File: src/rtl/gpr_dump_reader.sv
// Walks the register-file read port from index 0 upward and emits each captured
// register as an address/data pair on a valid/ready channel.
module gpr_dump_reader #(
  parameter int unsigned NUM_REGS = 32,
  parameter int unsigned ADDR_W   = 5,
  parameter int unsigned DATA_W   = 32
) (
  input  logic              clk_i,
  input  logic              reset_i,
  input  logic              start_i,
  input  logic              skip_zero_i,
  output logic [ADDR_W-1:0] rd_addr_o,
  input  logic [DATA_W-1:0] rd_data_i,
  output logic              out_valid_o,
  input  logic              out_ready_i,
  output logic [ADDR_W-1:0] out_addr_o,
  output logic [DATA_W-1:0] out_data_o,
  output logic              busy_o,
  output logic              done_o,
  output logic [ADDR_W:0]   emit_count_o
);

  typedef enum logic [1:0] {StIdle, StRead, StHold, StFin} state_e;

  state_e              state_q, state_d;
  logic [ADDR_W-1:0]   idx_q, idx_d;
  logic                skip_q, skip_d;
  logic [ADDR_W-1:0]   out_addr_q, out_addr_d;
  logic [DATA_W-1:0]   out_data_q, out_data_d;
  logic [ADDR_W:0]     emit_count_q, emit_count_d;
  logic                last_idx;

  assign last_idx = (idx_q == ADDR_W'(NUM_REGS - 1));

  always_comb begin
    state_d      = state_q;
    idx_d        = idx_q;
    skip_d       = skip_q;
    out_addr_d   = out_addr_q;
    out_data_d   = out_data_q;
    emit_count_d = emit_count_q;
    unique case (state_q)
      StIdle: begin
        if (start_i) begin
          idx_d        = '0;
          skip_d       = skip_zero_i;
          emit_count_d = '0;
          state_d      = StRead;
        end
      end
      StRead: begin
        // Capture happens every READ cycle; a skipped zero is simply never made valid.
        out_addr_d = idx_q;
        out_data_d = rd_data_i;
        if (skip_q && (rd_data_i == '0)) begin
          if (last_idx) begin
            state_d = StFin;
          end else begin
            idx_d = idx_q + 1'b1;
          end
        end else begin
          state_d = StHold;
        end
      end
      StHold: begin
        if (out_ready_i) begin
          emit_count_d = emit_count_q + 1'b1;
          if (last_idx) begin
            state_d = StFin;
          end else begin
            idx_d   = idx_q + 1'b1;
            state_d = StRead;
          end
        end
      end
      StFin: begin
        state_d = StIdle;
      end
      default: begin
        state_d = StIdle;
      end
    endcase
  end

  always_ff @(posedge clk_i or posedge reset_i) begin
    if (reset_i) begin
      state_q      <= StIdle;
      idx_q        <= '0;
      skip_q       <= 1'b0;
      out_addr_q   <= '0;
      out_data_q   <= '0;
      emit_count_q <= '0;
    end else begin
      state_q      <= state_d;
      idx_q        <= idx_d;
      skip_q       <= skip_d;
      out_addr_q   <= out_addr_d;
      out_data_q   <= out_data_d;
      emit_count_q <= emit_count_d;
    end
  end

  assign rd_addr_o    = idx_q;
  assign out_valid_o  = (state_q == StHold);
  assign out_addr_o   = out_addr_q;
  assign out_data_o   = out_data_q;
  assign busy_o       = (state_q != StIdle);
  assign done_o       = (state_q == StFin);
  assign emit_count_o = emit_count_q;

endmodule

File: config.mk
export PLATFORM = sky130hd
export DESIGN_NAME = gpr_dump_reader
export DESIGN_NICKNAME = d
export VERILOG_FILES = /design/src/rtl/gpr_dump_reader.sv
export SDC_FILE = /design/constraint.sdc
export NUM_CORES = 1
export LEC_CHECK = 0
export CORE_UTILIZATION = 47
export DETAILED_ROUTE_END_ITERATION = 8
export PLACE_DENSITY = 0.91
export REMOVE_ABC_BUFFERS = 1
export SLEW_MARGIN = 5
export SYNTH_ARGS = -nofsm -noshare
export SYNTH_HDL_FRONTEND = slang
export SYNTH_SLANG_ARGS = --single-unit
File: constraint.sdc
create_clock -name clk_i -period 6.1 [get_ports clk_i]
set_clock_uncertainty 0.05 [all_clocks]
set_input_delay 1.525 -clock clk_i [delete_from_list [all_inputs] [get_ports clk_i]]
set_output_delay 1.525 -clock clk_i [all_outputs]
set_load 0.05 [all_outputs]
# --- After elaboration in Yosys (flattened, before gate mapping) ---
# Index checks and enable logic that the tools add are counted.
op_classes:
  bitwise_logic: 0
  n_reduce_logical: 10
  mux: 14
  shift: 0
  magnitude_cmp: 0
  eq_ne: 8
  div: 0
  multipliers: 0
  add_sub_neg: 2
ops:
  columns: ["operator", "n"]
  rows:
  - ["$logic_not A32 Y1", 1]
  - ["$mux W5", 4]
  - ["$pmux W5 S3", 1]
  - ["$mux W6", 2]
  - ["$pmux W6 S2", 1]
  - ["$mux W2", 5]
  - ["$pmux W2 S4", 1]
  - ["$add A6 B1 Y6 const B", 1]
  - ["$reduce_and A3 Y1", 2]
  - ["$add A5 B1 Y5 const B", 1]
  - ["$eq A5 B5 Y1 const B", 1]
  - ["$eq A2 B2 Y1 const B", 2]
  - ["$ne A2 B2 Y1 const B", 2]
  - ["$reduce_and A4 Y1", 1]
  - ["$reduce_bool A2 Y1", 2]
  - ["$ne A3 B3 Y1 const B", 1]
  - ["$reduce_bool A3 Y1", 1]
  - ["$eq A2 B1 Y1 const B", 1]
  - ["$logic_not A2 Y1", 1]
  - ["$ne A2 B1 Y1 const B", 1]
  - ["$reduce_and A2 Y1", 1]
  - ["$logic_and A1 B1 Y1", 1]
word_totals:
  latchBits: 0
  mem_bits_ro: 0
  ramBits: 0
  mem_count: 0
  word_cells: 40
  reg_bits: 51
  input_bits: 37
  out_inout_bits: 51

# --- Logic depth before layout (Yosys ltp) ---
depth:
  depth_word: 4
  depth_mapped: 7
  depth_no_buf: 7

# --- Worst setup path after synthesis ---
# No wires, ideal clock.
synth_timing:
  path_type: "input -> register"
  start: "input port rd_data_i[15]"
  end: "register idx_q[0] (netlist: rd_addr_o[0])"
  slack_ns: 3.183
  n_path_buf: 0
  setup_ns: 0.125
  required_ns: 5.925
  arrival_ns: 2.742
  stages: 5
  path_cell_list: "nor4b_2 -> nand4_2 -> o31ai_4 -> nand3_4 -> mux2_4"
synth_between:
  elab_chain_cells: 4
synth_lines:
  columns: ["item", "line_no", "source"]
  rows:
  - ["start, declared", "13", "input logic [DATA_W-1:0] rd_data_i,"]
  - ["$logic_not A32 Y1", "55", "if (skip_q && (rd_data_i == '0)) begin"]
  - ["$logic_and A1 B1 Y1", "55", null]
  - ["$ne A2 B2 Y1 (no source line)", null, null]
  - ["$reduce_and A4 Y1 (no source line)", null, null]
  - ["end signal, assigned", "95", "idx_q <= idx_d;"]
  - ["end, declared", "26", "logic [ADDR_W-1:0] idx_q, idx_d;"]
# No other way between the ends.
# A chain may end at the register's enable or synchronous reset.

# --- Worst setup path after layout ---
layout_timing:
  start: "register state_q[0]"
  end: "output port out_valid_o"
layout_between:
  elab_chain_cells: 1
layout_lines:
  columns: ["item", "line_no", "source"]
  rows:
  - ["start, declared", "25", "state_e state_q, state_d;"]
  - ["start signal, assigned", "87", "state_q <= StIdle;"]
  - ["start signal, assigned", "94", "state_q <= state_d;"]
  - ["$eq A2 B2 Y1", "104", "assign out_valid_o = (state_q == StHold);"]
  - ["end, declared", "14", "output logic out_valid_o,"]
# No other way between the ends.

==> metrics <==
fill count=370; vias in the first global route=roughly 1900; R2R Path End=state_q[0]$_DFFE_PP0P_; Final Setup Violations=0; Worst Setup SP=state_q[0]$_DFFE_PP0P_; cell row count=25; clk sinks=slightly above 50; Unique masters post-synth=38; Final ANT Viol Nets=0; crit-path max FO=7; Die ar.=around 5300 µm²; Layout Nets=between 300 and 400; critical-path cell list=inv_1 > ha_1 > clkdlybuf4s50_1; dpl hpwl=around 3.8 mm; initial antenna violation count=0; post-synthesis compound-gate area fraction=under 10%; Mean Syn Cell Area=13.0 µm²; Die Span Y=about 73 µm; largest family of logic cells by synthesized area=multiplexers; Placer Congestion=approximately 0.8; worst-margin pin slew=between 1 and 1.5 ns; number of hold buffers added after CTS=0; commonest non-fill, non-tap cell in the layout=clkdlybuf4s50_1; Starting Density=about half; class of the worst hold path=reg -> reg; RSZ-0062 raised after global routing=false; Pwr Density=~610 nW/µm²; Max Transition Viols Final=0; Synth Warn #=0; Period Utilization, post-route=between 60% and 70%; Reg2Reg Setup Slack=3.75 ns; clk_lat worst skew=0.29 ns; Root Buffer=clkbuf_8; routed wire length=between 4 and 5 mm; critical path endpoint=out_valid_o; area post-placement=around 3300 µm²; reg2reg start=state_q[1]$_DFFE_PP0P_; Lkg Pwr=roughly 1.4 nW; Yosys reg bits=just over 50; max frequency=between 200 and 300 MHz; GRT Util Overall=between 20% and 30%; post-CTS setup buffers=0; worst hold stages=1; asr flop ratio synth=100%; WP data arrival=about 2.1 ns; buffers from clock root to sink, at most=2; antenna cells=0; Residual DRC=0; Core Region=around 4800 µm²; CTS tree=done; Fin Setup TNS=0 ns; commonest cells after routing, fill and taps aside=clkdlybuf4s50_1, dfrtp_1, mux2_2; Req. time, crit path=between 4 and 5 ns; Hold Violations, Final=0; largest net degree at the start of global routing=52; Synth Area in Adders=4.27%; Seq. cell area=around 1300 µm²; Post-synth EDFFs=0; Top-Level Pins=~90; Synth Flop Type=dfrtp_1; port bufs=87; Setup crit start kind=flop; CTS clock-pin slew for the worst setup and hold paths=0.09 ns; fraction of layout cells with a size suffix above 1=21.0%; max cap viols=0; H-tree levels=2; TritonCTS Buffers=5; crit path kind=reg -> out; DR vias=approximately 1700; sequential share of the synthesized area=54.5%; slew margin rel.=30.4%; Die W=~73 µm; critical path's largest stage delay=between 0.8 and 0.9 ns; Synth Instances=between 150 and 200; reg2reg path depth=6; final worst path period need=between 3 and 4 ns; peak supply drop=between 0.3 and 0.4 mV; WHS=~0.46 ns; WL per Instance=between 10 and 15 µm; detailed router's first-iteration violation count=77; post-synthesis simple-gate area fraction=between 10% and 20%; Final Cell Area=between 3000 and 4000 µm²; multi-input logic area=just over 1000 µm²; Resize count post-CTS=0; Detailed Routing Iterations Pass 1=6; vias per std cell=around 5; XOR/XNOR share of the synthesized area=1.12%; synthesized area=approximately 2300 µm²; GRT overflow=0; status=finished clean; critical path endpoint category=primary output; crit path max-delay cell type=clkdlybuf4s50_1; first-pass GRT wire length=8.47 mm; synthesis-to-layout area growth=44.4%; mux contribution to synthesized area=between 20 and 25%
how the worst min path moves through the flow:
stage                               start                    endpoint  slack (ns)
4_1_cts        out_data_o[20]$_DFFE_PP0P_  out_data_o[20]$_DFFE_PP0P_        0.46
6_report        out_addr_o[1]$_DFFE_PP0P_   out_addr_o[1]$_DFFE_PP0P_        0.46
3_5_place_dp   out_data_o[20]$_DFFE_PP0P_  out_data_o[20]$_DFFE_PP0P_        0.44
2_1_floorplan          skip_q$_DFFE_PP0P_          skip_q$_DFFE_PP0P_        0.42
5_1_grt        out_data_o[14]$_DFFE_PP0P_  out_data_o[14]$_DFFE_PP0P_        0.48
3_3_place_gp    out_addr_o[0]$_DFFE_PP0P_   out_addr_o[0]$_DFFE_PP0P_        0.44
metal layers:
layer / GRT usage, % / share of wire, % / routed length, µm / vias up
met5: 0 / 0 / 0 / -
met4: 6.10 / 1.1 / 54 / 0
met3: 6.22 / 5.6 / 278 / 6
met2: 36.8 / 52 / 2600 / 56
met1: 25.4 / 41 / 2060 / 838
li1: - / - / - / 815
layout make-up:
cell class | instances | share of cell area (%)
Sequential cell | 51 | 37.7
Multi-Input combinational cell | 114 | 29.9
Timing Repair Buffer | 87 | 25.7
Clock buffer | 8 | 2.96
Tap cell | 67 | 2.48
Inverter | 11 | 1.22
synthesized netlist by cell type (all sizes together), types with 3 or more instances:
cell	n	share of area [%]
nor4	9	3.6
nand3	5	1.6
inv	11	1.8
mux2	39	19
nor2	7	1.2
dfrtp	51	54
o21ai	4	0.85
nand2	11	1.8
buf	3	0.53
ha	8	4.3
mux2i	3	1.3
xor2	3	1.1
kinds of logic after synthesis:
logic type,count (synthesis)
XOR/XNOR,3
buffers and inverters,15
AO/OA/AOI/OAI,15
AND/OR/NAND/NOR,46
flip-flops,51
adder cells (fa/ha/maj),8
multiplexers,42
critical path, delay by kind of cell, from the launching register on:
kind | cells | cell delay [ns]
adders and majority gates | 1 | 0.34
buffers and inverters | 2 | 1.04
DFF | 1 | 0.43
registers in the layout, summed over array words and instances (netlist names):
signal / count
out_data_o: 32
skip_q: 1
emit_count_o: 6
out_addr_o: 5
rd_addr_o: 5
state_q: 2
through the flow:
stage | worst slack (ns) | power, mW | cells | util (%)
5_1_grt | 2.34 | 2.19 | 338 | 71.2
3_3_place_gp | 2.62 | 1.85 | 330 | 69.1
4_1_cts | 2.43 | 2.09 | 338 | 71.2
6_report | 2.43 | 2.08 | 338 | 71.2
3_5_place_dp | 2.56 | 1.89 | 330 | 69.1
2_1_floorplan | 3.18 | 1.47 | 176 | -
report_power, final:
part	internal (mW)	leakage, nW	switching, mW
sequential	0.485	0.627	0.0877
clock	0.104	0.0515	0.101
combinational	0.499	0.740	0.799
No activity file was read; power rests on OpenSTA's default activity.
